### src/rtl/benes_pkg.sv
`default_nettype none
// ============================================================================
// benes_pkg : shared constants, types and helpers for the Benes config path
// Revision  : 1.0
// ============================================================================
package benes_pkg;

  localparam int NUM_STAGES   = 7;
  localparam int SW_PER_STAGE = 8;
  localparam int STG_W        = $clog2(NUM_STAGES);

  localparam logic [STG_W-1:0] LAST_STAGE  = STG_W'(NUM_STAGES - 1);
  localparam logic [STG_W:0]   STAGE_LIMIT = (STG_W + 1)'(NUM_STAGES);

  typedef logic [SW_PER_STAGE-1:0] stage_set_t;

  typedef enum logic [0:0] {
    IDLE  = 1'b0,
    APPLY = 1'b1
  } cfg_state_t;

  function automatic logic stage_in_range(input logic [STG_W-1:0] idx);
    return ({1'b0, idx} < STAGE_LIMIT);
  endfunction

  function automatic logic [NUM_STAGES-1:0] stage_onehot(input logic [STG_W-1:0] idx);
    return NUM_STAGES'(1) << idx;
  endfunction

endpackage
`default_nettype wire

### src/rtl/benes_cfg_ctrl_if.sv
`default_nettype none
// ============================================================================
// benes_cfg_ctrl_if : host write/commit handshake for the Benes config sequencer
// Revision          : 1.0
// ============================================================================
interface benes_cfg_ctrl_if;
  import benes_pkg::*;

  logic             cfg_valid;
  logic             cfg_ready;
  logic [STG_W-1:0] cfg_stage;
  stage_set_t       cfg_data;
  logic             commit_valid;
  logic             commit_ready;
  logic             apply_busy;
  logic             cfg_err;

  modport master (
    output cfg_valid, cfg_stage, cfg_data, commit_valid,
    input  cfg_ready, commit_ready, apply_busy, cfg_err
  );

  modport slave (
    input  cfg_valid, cfg_stage, cfg_data, commit_valid,
    output cfg_ready, commit_ready, apply_busy, cfg_err
  );

endinterface
`default_nettype wire

### src/rtl/benes_cfg_shadow.sv
`default_nettype none
// ============================================================================
// benes_cfg_shadow : shadow bank of stage settings plus written-stage mask
// Revision         : 1.0
// ============================================================================
module benes_cfg_shadow
  import benes_pkg::*;
(
  input  wire logic             clk,
  input  wire logic             rst_n,
  input  wire logic             wr_en,
  input  wire logic [STG_W-1:0] wr_stage,
  input  wire stage_set_t       wr_data,
  input  wire logic             clear,
  output stage_set_t            shadow [NUM_STAGES],
  output logic                  complete
);

  logic [NUM_STAGES-1:0] r_wmask;
  logic [NUM_STAGES-1:0] w_wr_bit;

  assign w_wr_bit = wr_en ? stage_onehot(wr_stage) : '0;
  // A write in the same cycle as a commit counts toward completeness.
  assign complete = &(r_wmask | w_wr_bit);

  always_ff @(posedge clk or negedge rst_n) begin
    if (!rst_n) begin
      for (int i = 0; i < NUM_STAGES; i++) begin
        shadow[i] <= '0;
      end
      r_wmask <= '0;
    end else begin
      if (wr_en) begin
        shadow[wr_stage] <= wr_data;
      end
      if (clear) begin
        r_wmask <= '0;
      end else begin
        r_wmask <= r_wmask | w_wr_bit;
      end
    end
  end

endmodule
`default_nettype wire

### src/rtl/benes_cfg_ctrl.sv
`default_nettype none
// ============================================================================
// benes_cfg_ctrl : stages shadow settings into the active bank one stage/clock
// Option         : BENES_CFG_READBACK_EN adds rd_stage/rd_data readback
// Revision       : 1.0
// ============================================================================
module benes_cfg_ctrl
  import benes_pkg::*;
(
  input  wire logic             clk,
  input  wire logic             rst_n,
  benes_cfg_ctrl_if.slave       cfg,
  output logic [NUM_STAGES-1:0] stage_update,
  output stage_set_t            switch_set [NUM_STAGES]
`ifdef BENES_CFG_READBACK_EN
  ,
  input  wire logic [STG_W-1:0] rd_stage,
  output stage_set_t            rd_data
`endif
);

  cfg_state_t       r_state, w_next_state;
  logic [STG_W-1:0] r_cnt, w_next_cnt;
  logic             r_err;
  logic             w_idle, w_wr_acc, w_wr_ok, w_cm_acc;
  logic             w_complete, w_last, w_clear, w_err;
  stage_set_t       w_shadow [NUM_STAGES];

  assign w_idle   = (r_state == IDLE);
  assign w_wr_acc = cfg.cfg_valid && w_idle;
  assign w_wr_ok  = w_wr_acc && stage_in_range(cfg.cfg_stage);
  assign w_cm_acc = cfg.commit_valid && w_idle;
  assign w_last   = (r_cnt == LAST_STAGE);
  assign w_clear  = !w_idle && w_last;
  // Rejected write and rejected commit in one cycle merge into one pulse.
  assign w_err    = (w_wr_acc && !w_wr_ok) || (w_cm_acc && !w_complete);

  assign cfg.cfg_ready    = w_idle;
  assign cfg.commit_ready = w_idle;
  assign cfg.apply_busy   = !w_idle;
  assign cfg.cfg_err      = r_err;

  benes_cfg_shadow u_shadow (
    .clk      (clk),
    .rst_n    (rst_n),
    .wr_en    (w_wr_ok),
    .wr_stage (cfg.cfg_stage),
    .wr_data  (cfg.cfg_data),
    .clear    (w_clear),
    .shadow   (w_shadow),
    .complete (w_complete)
  );

  always_ff @(posedge clk or negedge rst_n) begin
    if (!rst_n) begin
      r_state <= IDLE;
      r_cnt   <= '0;
    end else begin
      r_state <= w_next_state;
      r_cnt   <= w_next_cnt;
    end
  end

  always_comb begin
    w_next_state = r_state;
    w_next_cnt   = r_cnt;
    case (r_state)
      IDLE: begin
        if (w_cm_acc && w_complete) begin
          w_next_state = APPLY;
          w_next_cnt   = '0;
        end
      end
      APPLY: begin
        w_next_cnt = r_cnt + 1'b1;
        if (w_last) begin
          w_next_state = IDLE;
          w_next_cnt   = '0;
        end
      end
      default: begin
        w_next_state = IDLE;
        w_next_cnt   = '0;
      end
    endcase
  end

  always_ff @(posedge clk or negedge rst_n) begin
    if (!rst_n) begin
      r_err        <= 1'b0;
      stage_update <= '0;
      for (int i = 0; i < NUM_STAGES; i++) begin
        switch_set[i] <= '0;
      end
    end else begin
      r_err        <= w_err;
      stage_update <= w_idle ? '0 : stage_onehot(r_cnt);
      if (!w_idle) begin
        switch_set[r_cnt] <= w_shadow[r_cnt];
      end
    end
  end

`ifdef BENES_CFG_READBACK_EN
  assign rd_data = stage_in_range(rd_stage) ? switch_set[rd_stage] : '0;
`endif

endmodule
`default_nettype wire

### src/flat_wrapper.sv
// flat-port wrapper written by rule: the top's interface ports become plain ports
module benes_cfg_ctrl_flat import benes_pkg::*;
  (clk, rst_n, stage_update, switch_set, cfg_cfg_valid, cfg_cfg_stage, cfg_cfg_data, cfg_commit_valid, cfg_cfg_ready, cfg_commit_ready, cfg_apply_busy, cfg_cfg_err);
  benes_cfg_ctrl_if cfg_i ();
  input  wire logic clk;
  input  wire logic rst_n;
  output logic [NUM_STAGES-1:0] stage_update;
  output stage_set_t switch_set[NUM_STAGES];
  input wire logic [$bits(cfg_i.cfg_valid)-1:0] cfg_cfg_valid;
  input wire logic [$bits(cfg_i.cfg_stage)-1:0] cfg_cfg_stage;
  input wire logic [$bits(cfg_i.cfg_data)-1:0] cfg_cfg_data;
  input wire logic [$bits(cfg_i.commit_valid)-1:0] cfg_commit_valid;
  output wire logic [$bits(cfg_i.cfg_ready)-1:0] cfg_cfg_ready;
  output wire logic [$bits(cfg_i.commit_ready)-1:0] cfg_commit_ready;
  output wire logic [$bits(cfg_i.apply_busy)-1:0] cfg_apply_busy;
  output wire logic [$bits(cfg_i.cfg_err)-1:0] cfg_cfg_err;
  assign cfg_i.cfg_valid = cfg_cfg_valid;
  assign cfg_i.cfg_stage = cfg_cfg_stage;
  assign cfg_i.cfg_data = cfg_cfg_data;
  assign cfg_i.commit_valid = cfg_commit_valid;
  assign cfg_cfg_ready = cfg_i.cfg_ready;
  assign cfg_commit_ready = cfg_i.commit_ready;
  assign cfg_apply_busy = cfg_i.apply_busy;
  assign cfg_cfg_err = cfg_i.cfg_err;
  benes_cfg_ctrl u_core (.clk(clk), .rst_n(rst_n), .cfg(cfg_i), .stage_update(stage_update), .switch_set(switch_set));
endmodule
### config.mk
export PLATFORM = sky130hd
export DESIGN_NAME = benes_cfg_ctrl_flat
export DESIGN_NICKNAME = d
export VERILOG_FILES = /design/src/rtl/benes_pkg.sv /design/src/rtl/benes_cfg_ctrl_if.sv /design/src/rtl/benes_cfg_shadow.sv /design/src/rtl/benes_cfg_ctrl.sv /design/src/flat_wrapper.sv
export SDC_FILE = /design/constraint.sdc
export NUM_CORES = 1
export LEC_CHECK = 0
export CORE_MARGIN = 10
export CORE_UTILIZATION = 67
export CTS_CLUSTER_DIAMETER = 50
export DETAILED_ROUTE_END_ITERATION = 7
export DONT_BUFFER_PORTS = 1
export PLACE_DENSITY = 0.82
export SYNTH_ARGS = -nofsm -noshare
export SYNTH_HDL_FRONTEND = slang
export SYNTH_SLANG_ARGS = --single-unit
### constraint.sdc
create_clock -name clk -period 3.63 [get_ports clk]
set_clock_uncertainty 0.2 [all_clocks]
set_input_delay 0.363 -clock clk [delete_from_list [all_inputs] [get_ports clk]]
set_output_delay 0.363 -clock clk [all_outputs]
set_load 0.1 [all_outputs]
# Word level (Yosys, flattened, before mapping)

Index checks and enable logic that the tools add are counted.

Logic and storage cells: 64
Bits of input ports: 15
Output and inout bits: 67
Flip-flop bits (word level): 131

Add/subtract/negate cells: 1
Bitwise gates (word level): 4
Equal/unequal tests: 2
$lt $le $gt $ge: 5
Reduce and logical (&&, ||, !) cells: 13
Mux-type cells: 18
Shift operators: 2

Operators with widths:

| operator                                                             | count |
|---|---|
| 56-bit bitwise mux                                                   | 2 |
| 8-bit demux with 3-bit select                                        | 2 |
| 8-bit 2-to-1 mux                                                     | 4 |
| 8-bit binary-select mux with 3-bit select                            | 1 |
| 7-bit 2-to-1 mux                                                     | 3 |
| 1-bit by 3-bit << shifter with 7-bit output, first input constant    | 2 |
| 1-bit logical AND                                                    | 9 |
| 4-bit >= comparator, second input constant                           | 2 |
| 4-bit by 1-bit < comparator with 1-bit output, second input constant | 2 |
| 3-bit NOT with 4-bit output                                          | 2 |
| 7-bit OR                                                             | 1 |
| 7-bit AND reduction                                                  | 1 |
| 3-bit 2-to-1 mux                                                     | 2 |
| 3-bit one-hot mux with 2 select lines                                | 1 |
| 3-bit by 1-bit adder with 3-bit output, second input constant        | 1 |
| 3-bit equality test, second input constant                           | 1 |
| 3-bit < comparator, second input constant                            | 1 |
| 1-bit logical NOT                                                    | 2 |
| 1-bit 2-to-1 mux                                                     | 2 |
| 2-bit inequality test, second input constant                         | 1 |
| 1-bit one-hot mux with 2 select lines                                | 1 |
| 1-bit logical OR                                                     | 1 |
| 1-bit NOT                                                            | 1 |

# Longest topological paths before layout

Word-level depth: 9
Depth in mapped cells: 7
Gate-level depth less buffers: 5

# By module

From an unflattened synthesis, not the netlist that was laid out.

Cell total of the unflattened synthesis: 442
Area total of the unflattened synthesis: 5497.8 µm²

Modules (own cells, without submodules):

| module           | area each (µm²) | times used | sequential area each (µm²) | cells an instance |
|---|---|---|---|---|
| benes_cfg_ctrl   | 3009.1          | 1          | 1701.6                     | 281 |
| benes_cfg_shadow | 2488.6          | 1          | 1576.5                     | 161 |

# Least setup slack after synthesis

Ideal clock, no wire load.

Path kind: reg-to-reg
From: register u_core.r_state, in the netlist u_core.cfg.apply_busy
To: register u_core.switch_set[0] (netlist name)
Data required time: 3290 ps
Cell stages (with the launch flop): 8
Library setup time: 140 ps
Path buffers: 2
Setup slack: 835 ps
Clock period less this slack: 2795 ps
Arrival time: 2455 ps
Path through: dfrtp_1 > buf_6 > inv_1 > nor2_1 > nand3_1 > clkbuf_1 > nand2_1 > o21ai_0

RTL lines:

| item                           | RTL line             | source |
|---|---|---|
| start: declaration             | benes_cfg_ctrl.sv:22 | `cfg_state_t r_state, w_next_state;` |
| start signal: assignment       | benes_cfg_ctrl.sv:59 | `r_state <= w_next_state;` |
| end signal: indexed assignment | benes_cfg_ctrl.sv:99 | `switch_set[r_cnt] <= w_shadow[r_cnt];` |
| end: declaration               | benes_cfg_ctrl.sv:14 | `output stage_set_t switch_set [NUM_STAGES]` |

# Final worst setup path

From: register u_core.r_cnt[0]
To: register u_core.switch_set[48] (netlist name)

Longest elaborated chain between the ends: 6
Elaborated cells between the ends (all ways): 10
Classes of those cells: order compare: 2; mux: 6; bitwise: 1; reduce/logical: 1

Ends and longest elaborated chain:

| item                                                                                                       | RTL line             | source |
|---|---|---|
| start: declaration                                                                                         | benes_cfg_ctrl.sv:23 | `logic [STG_W-1:0] r_cnt, w_next_cnt;` |
| start signal: assignment                                                                                   | benes_cfg_ctrl.sv:60 | `r_cnt <= w_next_cnt;` |
| 3-bit NOT with 4-bit output (implied by the code) *                                                        | benes_cfg_ctrl.sv:99 |  |
| 4-bit >= comparator (implied by the code) or 4-bit by 1-bit < comparator with 1-bit output (tied branches) | benes_cfg_ctrl.sv:99 |  |
| 1-bit logical AND (implied by the code)                                                                    | benes_cfg_ctrl.sv:99 |  |
| 8-bit 2-to-1 mux (implied by the code)                                                                     | benes_cfg_ctrl.sv:99 |  |
| 8-bit demux with 3-bit select                                                                              | benes_cfg_ctrl.sv:99 |  |
| 56-bit bitwise mux *                                                                                       | benes_cfg_ctrl.sv:99 |  |

Mark *: on every way between the ends. The rest lies on a longest branch, timed or not. The select of a mux whose other input is x is not followed.
A chain may end at the register's enable or synchronous reset.

==> results.toml <==
[run_status]
status = "complete, no violations"

[yosys]
synth_top_area_cell = "dfrtp_1"
synthTopCellsByCount = "dfrtp_1 (131), nand2_1 (72), o21ai_0 (66)"
synthArstFlopShare_pct = 100
syn_area_per_cell_um2 = 12.4
synth.most_common_cell = "dfrtp_1"
synth_top_cell_area_share_pct = 61.2
synth-edff-count = 0
synth_top_flop_cell = "dfrtp_1"
syn_nets = 448
syn_inst = 432
yosysWarningCount = 0
synthTopCellsByArea = "dfrtp_1 (61%), mux2_2 (12%), o21ai_0 (6.2%)"
synthesis.area_um2 = 5350
ys_seq_area_share_pct = 61.2
ys_ff_latch = 131
yosysUniqueCellTypes = 37

[clock_network]
cts.root.buffer_cell = "clkbuf_8"
cts_tree = "done"
cts_made_buffers = 17
numClockSinks = 131
htree_levels = 4
clk_pin_slew_ns = 0.06
cts_hold_buf = 16
cts_buffer_depth = 2
post-cts-setup-buffers = 0
ctsResizeCount = 0
clock_latency_ns = 0.53

[drt]
wl_per_cell_um = 23.0
vias = 3571
drc = 0
ant_nets = 0
via_per_inst = 6.31
dr.pass1.iters = 5
drt_iter0_markers = 229
routed_wirelength_um = 13000

[placement]
port_buffers = 0
dp_hpwl_um = 8040
gp_congestion = 0.820

[floorplan]
rows = 32
io_pins = 82
initial_core_util_pct = 68.9
fp.dieH_um = 109
die_area_um2 = 12000
die_x_um = 109
fp.coreArea_um2 = 7770

[finish]
drive_gt1_share_pct = 24.4
nNetsFinal = 467
antenna_cells = 0
synthToLayoutAreaGrowth_pct = 14.7
fillers = 424

[timing]
fmax_mhz = 327
worst_pin_slew_ns = 1.28
slew_headroom_pct = 13.6
slew_violations = 0
finalCritPeriodShare_pct = 84.3
rsz0062_at_grt = "no"
hold_violations = 0
setup_viol = 0
setup_tns_ns = 0
min_period_ns = 3.06

[global_routing]
grt_remaining_overflow = 0
grt_max_degree = 132
antenna_found_initial = 0
grt_pass1_wl_um = 20300
grt_pass1_vias = 3625
track_usage_pct = 22.6

[setup_path]
cp.arrival_ns = 3.19
rrSetupSlack_ns = 0.57
end_kind = "register"
critPathMaxFanout = 15
path_class = "reg -> reg"
worst_setup_path_start_kind = "register"
crit_required_ns = 3.76

[hold_path]
hold_path.class = "in -> reg"

[flow_run]
cap_violations = 0
[cell families after synthesis]
family                     synth area share (%)
AOI/OAI and AO/OA                          9.07
adders and majority gates                 0.234
buffers and inverters                      3.11
DFF                                        61.2
muxes                                      16.6
and+or+nand+nor                            9.72
[worst max-delay path, cell delays in order, from the launching register on]
cell,delay [ns]
dfrtp_1,0.86
mux4_2,0.59
o21ai_0,0.92
o21ai_0,0.28
[area by class of cell]
cell class                 count  area (um2)  area share (%)
sequential                   131        3280            53.4
timing repair buffer          22         223            3.63
clock inverter                14         143            2.32
inverter                      11        41.3           0.673
tap                          102         128            2.08
multi-input combinational    268        1910            31.1
clock buffer                  18         418            6.81
[final timing paths]
kind / from / cells past startpoint / end
max reg2reg: u_core.r_cnt[0] / 3 / u_core.switch_set[48]
min: cfg_cfg_stage[2] / 4 / u_core.u_shadow.r_wmask[4]
min reg2reg: u_core.u_shadow.r_wmask[0] / 2 / u_core.u_shadow.r_wmask[0]
min in group asynchronous: rst_n / 2 / u_core.switch_set[25]
max: u_core.r_cnt[0] / 3 / u_core.switch_set[48]
max in group asynchronous: rst_n / 2 / u_core.switch_set[23]
[sequential cells by signal, indices dropped and copies added (netlist names)]
register                 count
u_core.switch_set           56
u_core.r_cnt                 3
u_core.cfg.cfg_err           1
u_core.u_shadow.shadow      56
u_core.u_shadow.r_wmask      7
u_core.cfg.apply_busy        1
u_core.stage_update          7
[routing by layer]
layer | track usage [%] | vias to the layer above | routed length (um)
met3 | 8.31 | 37 | 1230
li1 | - | 1552 | -
met2 | 38.7 | 170 | 6710
met5 | 0 | - | 0
met1 | 24.4 | 1812 | 4720
met4 | 11.2 | 0 | 381
[through the flow]
stage          setup WS [ns]  hold slack [ns]  instance area (um2)  utilization, %  instances
4_1_cts                0.629           0.0117                 6140            79.0        566
3_5_place_dp           0.682           -0.129                 5400            69.5        518
2_1_floorplan          0.835           -0.133                 5350               -        432
6_report               0.571           0.0178                 6140            79.0        566
3_3_place_gp           0.748           -0.129                 5400            69.5        518
5_1_grt                0.437           0.0370                 6140            79.0        566
[cell usage in the layout, fill, tap and decap left out, types with 2 or more instances in the layout]
cell,n
clkbuf_16,16
and2_1,2
buf_4,6
nand3_1,5
nor2_1,16
nor2b_1,3
nand2_1,72
a41oi_1,2
clkinv_4,3
dfrtp_1,131
inv_1,9
mux2i_1,8
nor3_4,2
inv_6,6
clkinvlp_4,3
o211ai_1,8
dlygate4sd3_1,15
mux4_2,8
mux2_2,56
a21oi_1,4
o21ai_0,66
Power is left out: the tool's default activity adds up to more than one toggle a clock period on the data nets, which glitch-free logic cannot reach.
